`src/rtl/ripple_capture_pkg.sv`:
```
// Shared defaults and the wrap-aware delta helper for the ripple capture block.
package ripple_capture_pkg;

  // Default widths and FIFO depth, reused as parameter defaults everywhere.
  localparam int CNT_W_DEF = 4;
  localparam int ACC_W_DEF = 16;
  localparam int DEPTH_DEF = 4;

  // Distance travelled by the ripple counter between two accepted samples,
  // taken modulo 2^cnt_w so a wrap through zero counts as a single step.
  // A down counter moves from last_v towards cur_v by (last_v - cur_v);
  // an up counter by (cur_v - last_v).
  function automatic logic [31:0] ripple_delta(
    input logic [31:0] last_v,
    input logic [31:0] cur_v,
    input int unsigned cnt_w,
    input logic        down
  );
    logic [31:0] diff;
    logic [31:0] mask;
    diff = down ? (last_v - cur_v) : (cur_v - last_v);
    mask = (cnt_w >= 32) ? 32'hFFFF_FFFF : ((32'd1 << cnt_w) - 32'd1);
    return diff & mask;
  endfunction

endpackage

```
`src/rtl/sync_fifo.sv`:
```
// Small synchronous FIFO holding accumulator snapshots. The head value is
// held after the last entry is popped so the consumer side does not see
// stale memory contents once the queue runs dry.
module sync_fifo
  import ripple_capture_pkg::*;
#(
  parameter int WIDTH = ACC_W_DEF,
  parameter int DEPTH = DEPTH_DEF
) (
  input  logic             clk,
  input  logic             rstn,
  input  logic             push_i,
  input  logic [WIDTH-1:0] push_data_i,
  input  logic             pop_i,
  output logic             full_o,
  output logic             empty_o,
  output logic [WIDTH-1:0] head_o
);

  localparam int PTR_W = (DEPTH > 1) ? $clog2(DEPTH) : 1;
  localparam logic [PTR_W:0] FULL_CNT = (PTR_W + 1)'(DEPTH);

  logic [WIDTH-1:0] mem_q [DEPTH];
  logic [PTR_W-1:0] wr_q, wr_d;
  logic [PTR_W-1:0] rd_q, rd_d;
  logic [PTR_W:0]   cnt_q, cnt_d;
  logic [WIDTH-1:0] hold_q, hold_d;
  logic             do_push;
  logic             do_pop;

  assign full_o  = (cnt_q == FULL_CNT);
  assign empty_o = (cnt_q == '0);

  // A pop frees a slot in the same edge, so a push into a full FIFO is
  // still accepted when it coincides with a pop.
  assign do_pop  = pop_i && !empty_o;
  assign do_push = push_i && (!full_o || do_pop);

  // Once empty, present the last value that left the FIFO instead of memory.
  assign head_o = empty_o ? hold_q : mem_q[rd_q];

  // Pointer, occupancy and held-head next state.
  always_comb begin
    wr_d   = wr_q;
    rd_d   = rd_q;
    cnt_d  = cnt_q;
    hold_d = hold_q;
    if (do_push) begin
      wr_d = wr_q + PTR_W'(1);
    end
    if (do_pop) begin
      rd_d   = rd_q + PTR_W'(1);
      hold_d = mem_q[rd_q];
    end
    if (do_push && !do_pop) begin
      cnt_d = cnt_q + (PTR_W + 1)'(1);
    end else if (do_pop && !do_push) begin
      cnt_d = cnt_q - (PTR_W + 1)'(1);
    end
  end

  // Control registers; reset empties the FIFO and clears the held head.
  always_ff @(posedge clk) begin
    if (!rstn) begin
      wr_q   <= '0;
      rd_q   <= '0;
      cnt_q  <= '0;
      hold_q <= '0;
    end else begin
      wr_q   <= wr_d;
      rd_q   <= rd_d;
      cnt_q  <= cnt_d;
      hold_q <= hold_d;
    end
  end

  // Storage array; contents are meaningless while empty, so no reset needed.
  always_ff @(posedge clk) begin
    if (rstn && do_push) begin
      mem_q[wr_q] <= push_data_i;
    end
  end

endmodule

```
`src/rtl/ripple_capture.sv`:
```
// Captures an asynchronous ripple counter into the clk domain, filters out
// samples taken mid-ripple, extends the count into a wide accumulator and
// queues on-demand snapshots of that accumulator for a downstream consumer.
module ripple_capture
  import ripple_capture_pkg::*;
#(
  parameter int CNT_W = CNT_W_DEF,
  parameter int ACC_W = ACC_W_DEF,
  parameter int DEPTH = DEPTH_DEF,
  parameter int DOWN  = 1
) (
  input  logic             clk,
  input  logic             rstn,
  input  logic [CNT_W-1:0] cnt_in,
  input  logic             snap_req,
  output logic [ACC_W-1:0] out_data,
  output logic             out_valid,
  input  logic             out_ready,
  output logic [ACC_W-1:0] acc_now,
  output logic             ovf
);

  // Synchronizer stages s1/s2 plus history flop s3 used for the stability test.
  logic [CNT_W-1:0] s1_q, s2_q, s3_q;
  // Marks which synchronizer stages hold a sample taken since reset, so the
  // zeroed reset contents are never mistaken for a stable counter value.
  logic [2:0]       fill_q;

  logic [CNT_W-1:0] last_q, last_d;
  logic             primed_q, primed_d;
  logic [ACC_W-1:0] acc_q, acc_d;
  logic             ovf_q, ovf_d;

  logic             sample_ok;
  logic [ACC_W-1:0] delta;

  logic             fifo_full;
  logic             fifo_empty;
  logic             fifo_pop;
  logic             drop;

  // A sample is usable when s2 has settled (matches s3) and s3 holds a real
  // post-reset sample rather than a reset value.
  assign sample_ok = fill_q[2] && (s2_q == s3_q);

  assign delta = ACC_W'(ripple_delta(32'(last_q), 32'(s2_q),
                                     unsigned'(CNT_W), (DOWN != 0)));

  assign out_valid = !fifo_empty;
  assign fifo_pop  = out_valid && out_ready;
  assign drop      = snap_req && fifo_full && !fifo_pop;

  assign acc_now = acc_q;
  assign ovf     = ovf_q;

  // Synchronizer chain and fill tracking for the asynchronous counter input.
  always_ff @(posedge clk) begin
    if (!rstn) begin
      s1_q   <= '0;
      s2_q   <= '0;
      s3_q   <= '0;
      fill_q <= '0;
    end else begin
      s1_q   <= cnt_in;
      s2_q   <= s1_q;
      s3_q   <= s2_q;
      fill_q <= {fill_q[1:0], 1'b1};
    end
  end

  // Priming, accumulation and sticky overflow next state. The first settled
  // sample only seeds last; later settled changes add the wrapped distance.
  always_comb begin
    last_d   = last_q;
    primed_d = primed_q;
    acc_d    = acc_q;
    ovf_d    = ovf_q | drop;
    if (sample_ok) begin
      if (!primed_q) begin
        last_d   = s2_q;
        primed_d = 1'b1;
      end else if (s2_q != last_q) begin
        last_d = s2_q;
        acc_d  = acc_q + delta;
      end
    end
  end

  // Accumulator state registers.
  always_ff @(posedge clk) begin
    if (!rstn) begin
      last_q   <= '0;
      primed_q <= 1'b0;
      acc_q    <= '0;
      ovf_q    <= 1'b0;
    end else begin
      last_q   <= last_d;
      primed_q <= primed_d;
      acc_q    <= acc_d;
      ovf_q    <= ovf_d;
    end
  end

  // Snapshot queue; the pushed value is the accumulator as seen before the
  // edge, so a same-edge accumulator update is never captured.
  sync_fifo #(
    .WIDTH(ACC_W),
    .DEPTH(DEPTH)
  ) u_fifo (
    .clk         (clk),
    .rstn        (rstn),
    .push_i      (snap_req),
    .push_data_i (acc_q),
    .pop_i       (fifo_pop),
    .full_o      (fifo_full),
    .empty_o     (fifo_empty),
    .head_o      (out_data)
  );

endmodule

```
`config.mk`:
```
export PLATFORM = sky130hd
export DESIGN_NAME = ripple_capture
export DESIGN_NICKNAME = d
export VERILOG_FILES = /design/src/rtl/ripple_capture_pkg.sv /design/src/rtl/sync_fifo.sv /design/src/rtl/ripple_capture.sv
export SDC_FILE = /design/constraint.sdc
export NUM_CORES = 1
export LEC_CHECK = 0
export ABC_AREA = 1
export CELL_PAD_IN_SITES_DETAIL_PLACEMENT = 0
export CELL_PAD_IN_SITES_GLOBAL_PLACEMENT = 1
export CORE_ASPECT_RATIO = 0.8
export CORE_MARGIN = 8
export CORE_UTILIZATION = 41
export CTS_CLUSTER_DIAMETER = 60
export DETAILED_ROUTE_END_ITERATION = 8
export GPL_ROUTABILITY_DRIVEN = 1
export PLACE_DENSITY_LB_ADDON = 0.1
export SLEW_MARGIN = 5
export SYNTH_ARGS = -nofsm -noshare
export SYNTH_HDL_FRONTEND = slang
export SYNTH_SLANG_ARGS = --single-unit
export TNS_END_PERCENT = 20
```
`constraint.sdc`:
```
create_clock -name clk -period 2.4 [get_ports clk]
set_input_delay 0.36 -clock clk [delete_from_list [all_inputs] [get_ports clk]]
set_output_delay 0.36 -clock clk [all_outputs]
set_load 0.01 [all_outputs]
```
==> run summary, run 1 <==
Synthesis handed over a netlist of 599 instances. Number of design-rule violations left by the first detailed-router iteration: 232. The initial cell density of the core came out at 41.3%. Once routing completed, OpenROAD measured the worst setup slack at 0.116 ns. The largest total area in the synthesized netlist belongs to sky130_fd_sc_hd__edfxtp_1. Of all nets on the critical path, the largest fanout is 3. The period utilization came out at 95.2%. The run gives 0 ns as the final-layout setup total negative slack.

For the worst setup path, the data arrival time is 2.63 ns. Pin placement for this block handled 42 I/O pins. In the synthesized netlist, the cells that appear most often are sky130_fd_sc_hd__nand2_1 (151), sky130_fd_sc_hd__a21oi_1 (70), sky130_fd_sc_hd__inv_1 (65). The signal on the critical path passes through inv_1 > ha_1 > inv_1 > fa_1 > inv_1 > fa_2 > inv_2 > nand3_2 > a21oi_2 > xor2_1 > nand2_1 > a21oi_1. The tree is rooted in a sky130_fd_sc_hd__clkbuf_16. For the pin with the worst max-slew slack, the measured transition is 0.643 ns.

The layout cell share with drive strength beyond 1 works out to 12.8%. The die outline area is 17400 um^2, and the mean routed wirelength per cell is 14.3 um. After Yosys synthesis, and, or, nand and nor cells account for 17.8% of the synthesized area. The worst register-to-register path has a setup slack of 0.12 ns. Counting along the longest clock path gives a buffer depth of 2. Power spread over the standard cell area amounts to 969 nW/um^2. The detailed placer's ending HPWL is 8300 um. The core region is 13400 um^2. Compared with the post-synthesis result, the final layout area differs by 24.8%.

The cell family contributing the most delay on the critical path is adder cells. Before CTS, the worst setup slack after placement is -0.0303 ns. After synthesis, the cell types taking the most area are sky130_fd_sc_hd__edfxtp_1 (35%), sky130_fd_sc_hd__dfxtp_1 (23%), sky130_fd_sc_hd__nand2_1 (10%), sky130_fd_sc_hd__a21oi_1 (6.4%), sky130_fd_sc_hd__inv_1 (4.4%). The async set or reset register ratio after synthesis works out to 0%. The mapped netlist covers 5520 um^2.

Number of buffer and inverter instances along the worst setup path: 4. The most used flip-flop cell after synthesis is sky130_fd_sc_hd__edfxtp_1. The logs give 30 for the post-synthesis cell type count and 22.7% for the met2 track demand over resource in global routing.

The cell with the most instances on the worst path was sky130_fd_sc_hd__inv_1. Clock-pin slew was measured on the worst setup and hold paths at 0.06 ns. The hold-fix buffer count after cts is 0. For this block, the via count after detailed routing is 4122. The final period demand of the worst path was 2.28 ns; the arithmetic-cell share of the synthesized area counting full adders, half adders and majority gates was 3.81%.

The die is 120 um tall. The tools report the clock network latency to the later pin of the worst-skew pair as 0.42 ns. By area, the combinational part of the netlist is dominated by simple AND/OR/NAND/NOR gates. For this run, the total global-route usage over all layers was measured as 14.7%.

The worst hold path belongs to the class flop to flop. Setup repair after global routing could not meet its margin everywhere. Measured on the finished design, the core utilization comes to 51.5%. Summing the areas of all compound-gate instances in the mapped netlist gives 12.6% of the synthesized area. Buffers placed on the I/O ports in this run total 41. For the final number of hold-violating endpoints, the log shows 0. The clock tree skew after final layout is 0.00775 ns, and the xor-xnor portion of the synthesized cell area is 1.75%. The global-route layer with the greatest usage was met2. STA classifies the critical path endpoint as a flop. In this design, the stage delay of the slowest critical-path cell is 0.51 ns.

Max-cap violations in this run came to 0. Row generation in the floorplan step produced 38 rows. The number of standard cells in the final layout excluding fillers was 854. The run finished with clean final reports. The tools report the via count of the first global-routing pass as 3841. The number of iterations in the first detailed-routing pass was 5; the filler cell count was 1236. The logs give 2.74 ns for the critical path data required time and 820 for the placed instance count. The clock tree synthesis step divided the H-tree into 4 levels. Counting every sink on the clock net gives 126. The global routing usage on met1 was 19.0%; the part of the Yosys area used for sequential elements was 57.4%. After the last flow step, the layout net total stands at 684. The repair_antennas step left the layout with diodes totalling 0.

Of the post-synthesis cell area, the part taken by muxes is 0%. The global-route congestion overflow total came out at 0. The worst setup path is launched from a flop. The tools report the total length of routed wires as 12200 um. TritonCTS built the clock tree. The number of synthesized register bits was 126. The run gives 20100 um as the first-pass GRT wire length.

The tightest hold path in the finished design has a slack of 0.419 ns. The x dimension of the die was 146 um; the number of routed nets with antenna violations was 0. Cell with the biggest individual delay on the critical path: sky130_fd_sc_hd__fa_1.

Critical path class: flop to flop. Counting every net in the synthesized netlist gives 622. The count of final max-slew check failures was 0. In this run the biggest area consumer among cell types represents 34.8% of the synthesized area. sky130_fd_sc_hd__nand2_1 is the most common cell in the netlist.

The number of buffers inserted during clock tree synthesis was 17. The met3 usage is 4.63%, and the fmax is 0.438 GHz. Entering global routing, the biggest net connects 37 pins. The worst relative slew slack came out at 57.1%. Counting flops with a built-in enable in the synthesized netlist gives 64. Setup violations remaining at the end of the flow were counted as 0. Across the VDD grid, the largest voltage drop is 486 uV. During synthesis, Yosys emitted a total of 0 warnings. The detailed-route vias per instance was 4.83. The run gives 0 as the number of antenna violations at the first check in global routing.

In the routed design, unresolved DRC markers number 0. At the end of routability-driven placement, the weighted congestion stood at 0.801. In this run the static leakage power is 2.89 nW. Each instance of the synthesized netlist takes up on average 9.21 um^2.
## path summary, 6_finish.rpt
kind                          startpoint                 endpoint  cells past startpoint
setup / recovery  last_q[0]$_SDFFE_PN0P_  acc_now[6]$_SDFFE_PN0P_                     12
hold / removal        s1_q[3]$_SDFF_PN0_       s2_q[3]$_SDFF_PN0_                      2
setup reg to reg  last_q[0]$_SDFFE_PN0P_  acc_now[6]$_SDFFE_PN0P_                     12
hold reg to reg       s1_q[3]$_SDFF_PN0_       s2_q[3]$_SDFF_PN0_                      2
## cell families (layout without fill, tap and decap cells)
logic type | after synthesis | after routing
and+or+nand+nor | 234 | 234
DFF | 126 | 126
AOI/OAI and AO/OA | 121 | 121
buffers and inverters | 92 | 167
adders and majority gates | 15 | 15
xor gates and xnor gates | 11 | 11
## tightest hold or removal path, cell delays in order (launching register included)
cell	delay (ns)
sky130_fd_sc_hd__dfxtp_1	0.31
sky130_fd_sc_hd__nand2_1	0.05
sky130_fd_sc_hd__inv_1	0.04
## cells in the final DEF (no fill, tap or decap), drive strengths merged, types with 7 or more instances in the layout
cell	count
nand2	154
clkinv	7
inv	69
dfxtp	62
ha	12
o21ai	31
clkdlybuf4s50	25
a32o	16
clkbuf	18
a21oi	72
xor2	7
edfxtp	64
dlygate4sd2	15
nor2	52
buf	27
nand3	17
## metrics by stage
step	area, um^2	power, mW
3_5_place_dp	6260	4.50
2_1_floorplan	5520	3.64
6_report	6880	6.67
4_1_cts	6800	6.75
3_3_place_gp	6260	4.47
5_1_grt	6880	7.07
## flip-flops by register name, summed over array words and instances, names as in the netlist, named ones only
register       count
last_q             4
s3_q               4
u_fifo.wr_q        2
acc_now           16
ovf                1
fill_q             3
u_fifo.hold_q     16
u_fifo.rd_q        2
s1_q               4
u_fifo.cnt_q       3
s2_q               4
primed_q           1
u_fifo.mem_q      64
## power breakdown
group | internal [mW] | switching [mW] | leakage, nW
combinational | 0.743 | 1.01 | 1.52
sequential | 2.45 | 0.0981 | 1.11
clock | 1.42 | 0.948 | 0.260
## per-layer routing
metal / routed length [um] / part of all wire (%) / vias up
li1: - / - / 2112
met1: 5960 / 49 / 1935
met2: 5590 / 46 / 69
met3: 558 / 4.6 / 6
met4: 82 / 0.67 / 0
met5: 0 / 0 / -
## area by class of cell
cell class                      instances  area [um^2]  share of cell area, %
Sequential cell                       126         3160                   45.9
Clock inverter                         14          119                   1.73
Tap cell                              180          225                   3.27
Timing Repair Buffer                   68          638                   9.27
Multi-Input combinational cell        381         2060                   29.9
Inverter                               67          251                   3.65
Clock buffer                           18          429                   6.23
## repair_timing
action,in CTS,in global routing
hold endpoints to repair,0,0
pin swaps,0,4
gates resized for setup,17,18
setup endpoints to repair,18,13
gates cloned,0,0
setup buffers,0,2
(Power assumes the default switching activity.)
==> run 2: changes to the inputs <==
--- a/config.mk
+++ b/config.mk
@@ -15,6 +15,7 @@
 export DETAILED_ROUTE_END_ITERATION = 8
 export GPL_ROUTABILITY_DRIVEN = 1
 export PLACE_DENSITY_LB_ADDON = 0.1
+export REMOVE_ABC_BUFFERS = 1
 export SLEW_MARGIN = 5
 export SYNTH_ARGS = -nofsm -noshare
 export SYNTH_HDL_FRONTEND = slang
==> run 2 against run 1 <==
Sequential power hardly changed. Clock power rose by 14%. Sequential share of layout area fell by 0.77 points. Final area rose by 1.9%. Highest routed layer unchanged.
==> run summary, run 2 (synthesis results as in run 1) <==
The flow ran to the end, and the final reports show no timing, DRC or antenna violations. The tools report the number of antenna violations at the first check in global routing as 0. No sink is reached through more buffers than the 2 on the longest clock path.

For the via count, the log shows 4070. Sequential cells account for 36.5% of the total power. The worst relative slew slack was 58.0%; the final period demand of the worst path was 2.29 ns. The worst setup path is captured at a flop. The library cells used most frequently in the layout, excluding fill and tap cells, are sky130_fd_sc_hd__nand2_1 (147), sky130_fd_sc_hd__a21oi_1 (66), sky130_fd_sc_hd__edfxtp_1 (64). After detailed routing, the average wire length per cell comes to 14.5 um.

During I/O placement, the number of pins put on the boundary was 42. The finished cells cover 7010 um^2. After layout, the worst path uses 95.6% of the clock period. The congestion estimate from routability-driven global placement came to 0.818.

The final number of hold-violating endpoints was 0; the fraction of power spent switching nets was 30.4%. The via count of the first global-routing pass is 3964. Global routing consumed, over all layers together, 14.9% of the routing resources. The tools report the die outline area as 17400 um^2. The critical path data required time is 2.67 ns. CTS built an H-tree with a depth of 4. The run gives 20600 um as the first-pass GRT wire length.

In the final timing run, aggregate negative setup slack is 0 ns. Once detail routing completed, the nets flagged for antenna violations numbered 0. In this run the clock root is driven by a sky130_fd_sc_hd__clkbuf_16. For this run the aggregate overflow at the end of global routing stands at 0. The clock-pin slew reported for the worst setup and hold paths after clock tree synthesis was 0.06 ns.

The net count reported at finish was 676; the worst-case setup slack after placement was -0.0581 ns. The number of design-rule violations left by the first detailed-router iteration is 282. The logs give 0.00604 ns for the clock tree skew after final layout and 1203 for the filler cell count. The slew at the pin closest to its max-slew limit was 0.629 ns; the placement row count was 38. For this design the static power due to leakage is 2.90 nW. Combinational power share: 25.0%. The first TritonRoute pass finished after 4 iterations. Counting every sink on the clock net gives 126.

In this run the cell area measured after placement is 6260 um^2. The detailed-route vias per instance is 4.81, and the detailed placer's ending HPWL is 7940 um. The layout cell share with drive strength beyond 1 works out to 13.8%.

The register with the most flip-flops in the final layout is u_fifo.mem_q. Initial cell density of the core: 41.3%. Post-layout worst setup margin: 0.105 ns. The area growth from synthesis to layout is 27.2%, and the die height is 120 um.

Setup violations remaining at the end of the flow were counted as 0. For this design the total switching power over the nets is 2.12 mW. For the placed instance count, the log shows 813.

Power spread over the standard cell area amounts to 997 nW/um^2. The finished layout holds 846 standard cells, fillers aside. The count of maximum capacitance violations is 0. The critical path is of the flop to flop type. The core area came out at 13400 um^2. Data arrival time of the critical path: 2.57 ns.

The library cell used most frequently in the layout, excluding fill and tap cells, is sky130_fd_sc_hd__nand2_1. The register with the most flip-flops in the layout has 64 of them. The die is 146 um wide. For the fmax, the log shows 0.436 GHz. TritonCTS created 17 clock buffers. The internal portion of the total power is 4.87 mW. Of all nets on the critical path, the largest fanout is 3. Setup repair after global routing could not meet its margin everywhere. The hold-fix buffer count after cts is 0, and the largest voltage drop on the vdd net is 484 uV.

The maximum number of pins on one net before global-route repair was 35. The count of final max-slew check failures came out at 0. In the routed design, unresolved DRC markers number 0. TritonCTS built the clock tree.

In this run the worst hold path is classified as flop to flop. The tools report the element type at the critical path start as a flop. The count of inserted antenna diode cells came out at 0.

The portion of total power attributed to the clock network was 38.6%; the clock network latency to the later pin of the worst-skew pair was 0.42 ns. The number of buffer cells added on primary ports works out to 41. The total length of routed wires was 12200 um.
[run 2: changes by cell type in the layout (fill, tap and decap cells not counted), sizes merged, moves of 2 or more]
cell | before | now
clkinv | 7 | 4
clkinvlp | 4 | 2
inv | 69 | 73
bufinv | 1 | 3
buf | 27 | 19
[run 2: power by group through the flow]
stage | combinational (mW) | clock, mW | sequential (mW)
global placement | 1.87 | 0 | 2.58
finish | 1.75 | 2.70 | 2.55
global route | 1.97 | 2.87 | 2.57
floorplan | 0.975 | 0 | 2.60
CTS | 1.76 | 2.77 | 2.55
detailed placement | 1.90 | 0 | 2.59
[run 2: critical path, stage by stage, from the launching register on]
cell	delay, ns
sky130_fd_sc_hd__dfxtp_2	0.32
sky130_fd_sc_hd__inv_1	0.05
sky130_fd_sc_hd__ha_2	0.16
sky130_fd_sc_hd__inv_1	0.05
sky130_fd_sc_hd__fa_2	0.53
sky130_fd_sc_hd__inv_1	0.05
sky130_fd_sc_hd__fa_2	0.35
sky130_fd_sc_hd__inv_2	0.10
sky130_fd_sc_hd__nand3_4	0.09
sky130_fd_sc_hd__a21oi_4	0.17
sky130_fd_sc_hd__nand2_1	0.07
sky130_fd_sc_hd__nand2_1	0.06
sky130_fd_sc_hd__nand2_1	0.05
sky130_fd_sc_hd__nand2_1	0.07
sky130_fd_sc_hd__a21oi_2	0.05
[run 2: repair_timing]
action                                  in CTS  in global routing
endpoints found under the setup margin      22                 12
buffers inserted                             0                  1
resized for setup                           24                 30
pin swaps                                    1                  9
[run 2: final cells by class]
cell class                      count  area (um^2)  share of cell area, %
Multi-Input combinational cell    381         2110                   30.0
Inverter                           67          251                   3.59
Sequential cell                   126         3170                   45.2
Tap cell                          180          225                   3.21
Clock buffer                       17          425                   6.07
Clock inverter                     15          203                   2.89
Timing Repair Buffer               60          633                   9.03
[run 2: final timing paths]
| check | endpoint | cells past startpoint | from | slack (ns) |
|---|---|---|---|---|
| worst min register to register | fill_q[1]$_SDFF_PN0_ | 2 | fill_q[0]$_DFF_P_ | 0.41 |
| worst max register to register | acc_now[14]$_SDFFE_PN0P_ | 14 | last_q[0]$_SDFFE_PN0P_ | 0.11 |
| worst min-delay path | fill_q[1]$_SDFF_PN0_ | 2 | fill_q[0]$_DFF_P_ | 0.41 |
| worst max-delay path | acc_now[14]$_SDFFE_PN0P_ | 14 | last_q[0]$_SDFFE_PN0P_ | 0.11 |
[run 2: layer usage]
layer	vias to the layer above	wire (um)	global-route usage [%]
li1	2097	-	-
met1	1903	6170	19.8
met2	65	5360	22.2
met3	5	636	5.72
met4	0	59	4.02
met5	-	0	0
[run 2: per-stage QoR]
stage / hold slack (ns) / total power, mW / util, %
global placement: 0.394 / 4.45 / 46.8
finish: 0.408 / 6.99 / 52.5
global route: 0.419 / 7.42 / 52.5
detailed placement: 0.396 / 4.48 / 46.8
CTS: 0.410 / 7.07 / 51.6
floorplan: 0.388 / 3.58 / -
